## config.mk

```make
export PLATFORM = sky130hd
export DESIGN_NAME = nanorv32_irq_seq
export DESIGN_NICKNAME = d
export VERILOG_FILES = /design/src/rtl/nanorv32_irq_seq.sv
export SDC_FILE = /design/constraint.sdc
export NUM_CORES = 1
export LEC_CHECK = 0
export CAP_MARGIN = 5
export CORE_MARGIN = 2
export CORE_UTILIZATION = 40
export DETAILED_ROUTE_END_ITERATION = 10
export HOLD_SLACK_MARGIN = 0.08
export PLACE_DENSITY = 0.76
export SKIP_CTS_REPAIR_TIMING = 1
export SYNTH_ARGS = -nofsm -noshare
export SYNTH_HDL_FRONTEND = slang
export SYNTH_SLANG_ARGS = --single-unit
export TNS_END_PERCENT = 5
```

## constraint.sdc

```tcl
create_clock -name clk -period 5.01 [get_ports clk]
set_clock_uncertainty 0.2 [all_clocks]
set_input_delay 1.002 -clock clk [delete_from_list [all_inputs] [get_ports clk]]
set_output_delay 1.002 -clock clk [all_outputs]
set_load 0.05 [all_outputs]
```

## src/rtl/nanorv32_irq_seq.sv

```systemverilog
// -----------------------------------------------------------------------------
// nanorv32_irq_seq
//
// Interrupt sequencer for the nanorv32 flow controller. It ranks the enabled
// level IRQ sources (lowest index wins) and raises irq_req while idle. When the
// flow controller reports an instruction boundary, it takes the interrupt and
// walks the micro-ROM through the ENTRY sequence. It then holds in HANDLER
// until a RETI is qualified at a boundary, and finally walks the EXIT sequence.
//
// Ports
//   clk          core clock
//   rst          asynchronous active-high reset
//   irq_src      level interrupt sources            [NB_IRQ]
//   irq_en       per-source enable                  [NB_IRQ]
//   at_boundary  current cycle is an instruction boundary
//   inst_accept  micro-ROM instruction consumed this cycle
//   reti_detect  decoded RETI instruction
//   irq_req      enabled IRQ pending while idle (combinational)
//   irq_ack      one-hot, single-cycle pulse on the taken source [NB_IRQ]
//   irq_id       index of the latched source        [5]
//   urom_addr    micro-ROM address                  [UROM_ADDR_W]
//   urom_valid   bypass the instruction register with micro-ROM data
//   in_irq       interrupt state (qualifies RETI in the flow controller)
// -----------------------------------------------------------------------------
module nanorv32_irq_seq #(
    parameter int NB_IRQ      = 8,
    parameter int UROM_ADDR_W = 5,
    parameter int ENTRY_ADDR  = 0,
    parameter int ENTRY_LEN   = 4,
    parameter int EXIT_ADDR   = 8,
    parameter int EXIT_LEN    = 4
) (
    input  logic                   clk,
    input  logic                   rst,
    input  logic [NB_IRQ-1:0]      irq_src,
    input  logic [NB_IRQ-1:0]      irq_en,
    input  logic                   at_boundary,
    input  logic                   inst_accept,
    input  logic                   reti_detect,
    output logic                   irq_req,
    output logic [NB_IRQ-1:0]      irq_ack,
    output logic [4:0]             irq_id,
    output logic [UROM_ADDR_W-1:0] urom_addr,
    output logic                   urom_valid,
    output logic                   in_irq
);

    localparam int MAX_LEN = (ENTRY_LEN > EXIT_LEN) ? ENTRY_LEN : EXIT_LEN;
    // Keep the counter at least one bit wide when both sequences are one long.
    localparam int CNT_W   = (MAX_LEN > 1) ? $clog2(MAX_LEN) : 1;

    localparam logic [CNT_W-1:0]       ENTRY_LAST = CNT_W'(ENTRY_LEN - 1);
    localparam logic [CNT_W-1:0]       EXIT_LAST  = CNT_W'(EXIT_LEN - 1);
    localparam logic [UROM_ADDR_W-1:0] ENTRY_A    = UROM_ADDR_W'(ENTRY_ADDR);
    localparam logic [UROM_ADDR_W-1:0] EXIT_A     = UROM_ADDR_W'(EXIT_ADDR);

    typedef enum logic [1:0] {
        IDLE,
        ENTRY,
        HANDLER,
        EXIT
    } state_t;

    state_t            state;
    logic [CNT_W-1:0]  cnt;
    logic [NB_IRQ-1:0] pend;
    logic [4:0]        winner;

    assign pend    = irq_src & irq_en;
    assign irq_req = (state == IDLE) && (|pend);

    // Fixed priority: scan from the top down so the lowest set index is the
    // last assignment and therefore wins.
    always_comb begin
        // NOTE: default first so every path assigns winner and no latch is inferred.
        winner = '0;
        for (int i = NB_IRQ - 1; i >= 0; i--) begin
            if (pend[i]) begin
                winner = 5'(i);
            end
        end
    end

    always_ff @(posedge clk or posedge rst) begin
        if (rst) begin
            state      <= IDLE;
            cnt        <= '0;
            irq_id     <= '0;
            urom_addr  <= '0;
            irq_ack    <= '0;
            urom_valid <= 1'b0;
            in_irq     <= 1'b0;
        end else begin
            // NOTE: non-blocking assignments so every register samples pre-edge values.
            // The acknowledge is a single-cycle pulse; only the take cycle re-arms it.
            irq_ack <= '0;

            unique case (state)
                IDLE: begin
                    if ((|pend) && at_boundary) begin
                        irq_id     <= winner;
                        irq_ack    <= NB_IRQ'(1) << winner;
                        cnt        <= '0;
                        urom_addr  <= ENTRY_A;
                        urom_valid <= 1'b1;
                        state      <= ENTRY;
                    end
                end

                ENTRY: begin
                    // No accept means the flow controller stalled: hold everything.
                    if (inst_accept) begin
                        if (cnt == ENTRY_LAST) begin
                            urom_valid <= 1'b0;
                            in_irq     <= 1'b1;
                            state      <= HANDLER;
                        end else begin
                            cnt       <= cnt + CNT_W'(1);
                            urom_addr <= urom_addr + UROM_ADDR_W'(1);
                        end
                    end
                end

                HANDLER: begin
                    // Pending IRQs wait here; only a boundary-qualified RETI leaves.
                    if (reti_detect && at_boundary) begin
                        cnt        <= '0;
                        urom_addr  <= EXIT_A;
                        urom_valid <= 1'b1;
                        state      <= EXIT;
                    end
                end

                EXIT: begin
                    if (inst_accept) begin
                        if (cnt == EXIT_LAST) begin
                            urom_valid <= 1'b0;
                            in_irq     <= 1'b0;
                            state      <= IDLE;
                        end else begin
                            cnt       <= cnt + CNT_W'(1);
                            urom_addr <= urom_addr + UROM_ADDR_W'(1);
                        end
                    end
                end

                default: state <= IDLE;
            endcase
        end
    end

endmodule
```

==> impl_metrics.yaml, run 1 <==
global_routing:
  grt_use_total: 0.1704
  antenna_found_initial: 0
  first_global_vias: 1094
  grt-ovfl-total: 0
  grt_max_degree: 23
  grt_pass1_wl_um: 4457
routing:
  vias: 1065
  ant_nets: 0
  drc: 0
  routed_wirelength_um: 2680
  firstDrtPassIters: 4
  drt_iter0_drc: 22
  routed_via_density: 5.547
  wl_per_cell_um: 13.96
finish:
  nets: 190
  areaGrowthSynthToFinish_pct: 39.79
  mostFrequentLayoutCells: "clkdlybuf4s50_1 (39), dfrtp_1 (22), nor2_1 (18)"
  drive_above_1_share: 0.06211
  mostFrequentLayoutCell: "clkdlybuf4s50_1"
  antennaDiodeCount: 0
worst_setup_path:
  slowest_stage: "clkdlybuf4s50_1"
  cp-end-kind: "primary output"
  r2r_cells: 6
  worstPathCellList: "clkdlybuf4s50_1 > a22o_4 > nor2_1 > a21oi_1 > clkdlybuf4s50_1"
  cpPeakStageDelay_ns: 0.71
  cp.arrival_ns: 2.81
  crit_type: "in2out"
  crit_required_ns: 3.81
  crit_fanout: 5
  crit_top_cell: "clkdlybuf4s50_1"
  startpoint_type: "input pin"
sta:
  period_needed_ns: 4.011
  max-slew-margin-rel: 0.4701
  setup_viol: 0
  whs_ns: 0.2984
  finalHoldViolations: 0
  fmax_ghz: 0.2493
  worstMarginPinSlew_ns: 0.7939
  fin_setup_tns_ns: 0
  fin_ws_ns: 0.9994
  rsz0062_at_grt: "false"
  fin_crit_sh: 0.8005
  slew_violations: 0
hold_path:
  hold_depth: 2
  hold_class: "reg2reg"
yosys:
  syn_inst: 119
  ys_ff_latch: 22
  yosysWarnings: 0
  syn_area_um2: 1182
  synth_cell_types: 36
  syn_area_per_cell_um2: 9.936
  ys_seq_area_frac: 0.4656
placement:
  numPortBuffers: 39
  dp_hpwl_um: 2079
  globalplace.congestion: 0.8134
  pre_cts_ws_ns: 1.035
floorplan:
  die_area_um2: 3407
  core_um2: 2781
  start_util: 0.4251
  ioPinCount: 42
  die_y_um: 58.37
  die_x_um: 58.37
  row_count: 19
clock_network:
  cts-root-buf: "clkbuf_4"
  path_clk_slew_ns: 0.12
  clock_latency_ns: 0.32
  cts_sinks: 22
  cts_buffer_depth: 2
  htreeDepth: 1
  cts-buffers-inserted: 3
  tritoncts: "yes"
pwr:
  p_switching_mw: 0.3705
  p_leak_nw: 0.7368
  seq_power_share: 0.308
  fin_total_pwr_mw: 0.8352
  swShare: 0.4437
  powerDensity_nw_per_um2: 505.3
  vdd_drop_max_v: 0.0003615
  power_frac_comb: 0.527
  p_clk_frac: 0.165
  intPower_mw: 0.4647
job:
  cap_violations: 0
status:
  status: "finished clean"
power groups by stage:
stage / registers (mW) / clock network [mW] / logic [mW]
final: 0.257 / 0.138 / 0.440
after floorplan: 0.349 / 0 / 0.221
after detailed placement: 0.261 / 0 / 0.441
after CTS: 0.257 / 0.139 / 0.444
after global placement: 0.259 / 0 / 0.432
after global routing: 0.263 / 0.148 / 0.480
final timing paths:
check | endpoint | start | slack, ns
worst max-delay path | irq_req | irq_src[2] | 1.0
worst min-delay path | irq_id[0]$_DFFE_PP0P_ | irq_id[0]$_DFFE_PP0P_ | 0.30
worst max register to register | state[1]$_DFFE_PP0P_ | state[1]$_DFFE_PP0P_ | 2.65
worst min register to register | irq_id[0]$_DFFE_PP0P_ | irq_id[0]$_DFFE_PP0P_ | 0.30
max in group asynchronous | state[1]$_DFFE_PP0P_ | rst | 3.21
min in group asynchronous | urom_addr[4]$_DFFE_PP0P_ | rst | 0.92
state kept, by name, summed over array words and instances (netlist names):
| register | cells |
|---|---|
| cnt | 2 |
| irq_id | 3 |
| urom_valid | 1 |
| in_irq | 1 |
| irq_ack | 8 |
| state | 2 |
| urom_addr | 5 |
cells in the mapped netlist:
library cell | instances | share of area
buf_4 | 2 | 0.013
mux2_2 | 1 | 0.0095
nand2b_1 | 1 | 0.0053
conb_1 | 1 | 0.0032
ha_1 | 7 | 0.074
nor2b_1 | 2 | 0.011
nand4_1 | 2 | 0.011
o21a_1 | 1 | 0.0064
a22oi_1 | 1 | 0.0064
a22o_2 | 1 | 0.0085
or4_4 | 1 | 0.0095
a22o_1 | 3 | 0.022
a311o_2 | 1 | 0.0095
o22a_1 | 1 | 0.0074
o32a_1 | 1 | 0.0085
and3_1 | 1 | 0.0053
nor2_1 | 18 | 0.057
o31ai_1 | 2 | 0.013
o221ai_4 | 1 | 0.022
a311oi_1 | 1 | 0.0074
a211o_1 | 1 | 0.0074
nor4_1 | 1 | 0.0053
a2bb2oi_1 | 1 | 0.0074
a32o_1 | 3 | 0.025
nand3_1 | 6 | 0.025
nand2_1 | 14 | 0.044
and2_1 | 1 | 0.0053
a222oi_1 | 1 | 0.0085
inv_1 | 5 | 0.016
a21oi_1 | 4 | 0.017
a31oi_1 | 3 | 0.016
a22o_4 | 1 | 0.015
nor3_1 | 1 | 0.0042
a221oi_1 | 1 | 0.0074
dfrtp_1 | 22 | 0.47
o21ai_0 | 5 | 0.021
stage by stage:
stage	instance area, um^2	util	cells
after detailed placement	1600	0.5753	188
after CTS	1653	0.5942	192
final	1653	0.5942	192
after floorplan	1186	-	120
after global placement	1600	0.5753	188
after global routing	1653	0.5942	192
kinds of logic (layout without fill, tap and decap cells):
| family | count (synthesis) | in the layout | share of synthesized area |
|---|---|---|---|
| buffers and inverters | 7 | 48 | 0.02857 |
| and+or+nand+nor | 48 | 48 | 0.1831 |
| other | 1 | 2 | 0.003172 |
| muxes | 1 | 1 | 0.009523 |
| adders and majority gates | 7 | 7 | 0.07407 |
| DFF | 22 | 22 | 0.4656 |
| AOI/OAI and AO/OA | 33 | 33 | 0.2360 |
metal layers:
metal | track usage | share of wire | vias to the layer above
met5 | 0 | 0 | -
met4 | 0.06312 | 0.010 | 0
met3 | 0.04835 | 0.063 | 3
met2 | 0.3146 | 0.51 | 37
met1 | 0.1827 | 0.42 | 505
li1 | - | - | 520
critical path, delay by kind of cell:
kind                   cells  cell delay, ns
AND/OR/NAND/NOR            1            0.23
buffers and inverters      2            1.17
AO/OA/AOI/OAI              2            0.40
area by class of cell:
class	instances	area, um^2
Tap cell	31	38.79
Sequential cell	22	550.5
Clock inverter	1	30.03
Inverter	5	18.77
Fill cell	255	1129
Timing Repair Buffer	39	390.4
Multi-Input combinational cell	91	601.8
Clock buffer	3	22.52
(Power assumes the default switching activity.)
==> run 2, diff against run 1 <==
- clock period: 5.01 -> 3.9 ns (I/O delays scaled with it)
==> run 2 against run 1 <==
Compared with the run above:
- count of clock-buffer cells in the layout is the same
- clock power is 29% higher
- wire length is 1.1% higher
- utilization unchanged
- cell area stayed put
- via count is 1.3% higher
- hold slack worse by 0.0035 ns
- highest routed layer unchanged
- setup slack got worse by 0.67 ns
- final cell count unchanged
- sequential power increased by 28%
- non-clock buffer count unchanged
- combinational power rose by 30%
==> impl_metrics.yaml, run 2 (same netlist as run 1, synthesis figures left out) <==
clock_network:
  htreeDepth: 1
  cts-root-buf: "clkbuf_4"
  cts_sinks: 22
  cts_buffer_depth: 2
  path_clk_slew_ns: 0.12
  cts-buffers-inserted: 3
  tritoncts: "yes"
  clock_latency_ns: 0.31
finish:
  drive_above_1_share: 0.06211
  nets: 190
  mostFrequentLayoutCell: "clkdlybuf4s50_1"
  final_area_um2: 1653
  areaGrowthSynthToFinish_pct: 39.79
  reg_top3: "irq_ack (8), urom_addr (5), irq_id (3)"
  antennaDiodeCount: 0
  regMostFlops: "irq_ack"
  mostFrequentLayoutCells: "clkdlybuf4s50_1 (39), dfrtp_1 (22), nor2_1 (18)"
  largest_register_ffs: 8
  final_cells: 192
global_routing:
  antenna_found_initial: 0
  first_global_vias: 1067
  grt_max_degree: 23
  grt_pass1_wl_um: 4436
  grt_use_total: 0.1680
  grt-ovfl-total: 0
placement:
  numPortBuffers: 39
  dp_hpwl_um: 2119
  pre_cts_ws_ns: 0.3614
  globalplace.congestion: 0.8134
  dpl_cell_area_um2: 1600
  dp.cells: 188
floorplan:
  core_um2: 2781
  ioPinCount: 42
  start_util: 0.4251
  row_count: 19
  die_y_um: 58.37
  die_area_um2: 3407
  die_x_um: 58.37
routing:
  ant_nets: 0
  routed_wirelength_um: 2709
  wl_per_cell_um: 14.11
  firstDrtPassIters: 5
  drc: 0
  drt_iter0_drc: 24
  vias: 1079
  routed_via_density: 5.620
sta:
  period_needed_ns: 3.569
  fin_crit_sh: 0.9153
  fmax_ghz: 0.2802
  max-slew-margin-rel: 0.4667
  fin_setup_tns_ns: 0
  fin_ws_ns: 0.3305
  slew_violations: 0
  setup_viol: 0
  worstMarginPinSlew_ns: 0.7990
  whs_ns: 0.2949
  rsz0062_at_grt: "false"
  finalHoldViolations: 0
worst_setup_path:
  cp.arrival_ns: 2.59
  cp-end-kind: "primary output"
  worstSetupStartpoint: "irq_src[2]"
  crit_fanout: 5
  crit_type: "in2out"
  startpoint_type: "input pin"
  r2r-start: "state[1]$_DFFE_PP0P_"
  crit_required_ns: 2.92
pwr:
  powerDensity_nw_per_um2: 653.4
  vdd_drop_max_v: 0.0004626
  p_leak_nw: 0.7368
job:
  cap_violations: 0
hold_path:
  hold_class: "reg2reg"
  min_from: "irq_id[0]$_DFFE_PP0P_"
status:
  status: "finished clean"
==> run 2: cell counts in the layout (fill, tap and decap cells not counted) <==
Identical to the previous run, type by type.
==> run 2: power by group <==
| part | internal (mW) | switching, mW | total (mW) |
|---|---|---|---|
| Sequential | 0.283 | 0.0469 | 0.330 |
| Clock | 0.104 | 0.0738 | 0.178 |
| Combinational | 0.211 | 0.362 | 0.572 |
| Total | 0.598 | 0.482 | 1.08 |
==> run 2: final cells by class <==
cell class                 count  area [um^2]
clock buffer                   3        22.52
fill                         249         1129
sequential                    22        550.5
timing repair buffer          39        390.4
clock inverter                 1        30.03
tap                           31        38.79
inverter                       5        18.77
multi-input combinational     91        601.8
==> run 2: final timing paths <==
| path | to | slack [ns] | cells past startpoint |
|---|---|---|---|
| max | irq_req | 0.33 | 5 |
| min | irq_id[0]$_DFFE_PP0P_ | 0.29 | 2 |
| max reg2reg | state[1]$_DFFE_PP0P_ | 1.48 | 6 |
| min reg2reg | irq_id[0]$_DFFE_PP0P_ | 0.29 | 2 |
| max in group asynchronous | irq_ack[5]$_DFF_PP0_ | 2.31 | 2 |
| min in group asynchronous | urom_addr[1]$_DFFE_PP0P_ | 0.70 | 2 |
==> run 2: worst max-delay path, stage by stage <==
cell,delay (ns)
clkdlybuf4s50_1,0.46
a22o_4,0.30
nor2_1,0.24
a21oi_1,0.10
clkdlybuf4s50_1,0.71
==> run 2: per-stage QoR <==
step,util,power (mW)
floorplan,-,0.7321
global placement,0.5753,0.8879
detailed placement,0.5753,0.9029
CTS,0.5942,1.083
global route,0.5942,1.152
finish,0.5942,1.080
==> run 2: per-layer routing <==
layer / share of wire / vias up / track usage
li1: - / 519 / -
met1: 0.42 / 512 / 0.1853
met2: 0.50 / 46 / 0.3098
met3: 0.068 / 2 / 0.04396
met4: 0.0044 / 0 / 0.05648
met5: 0 / - / 0
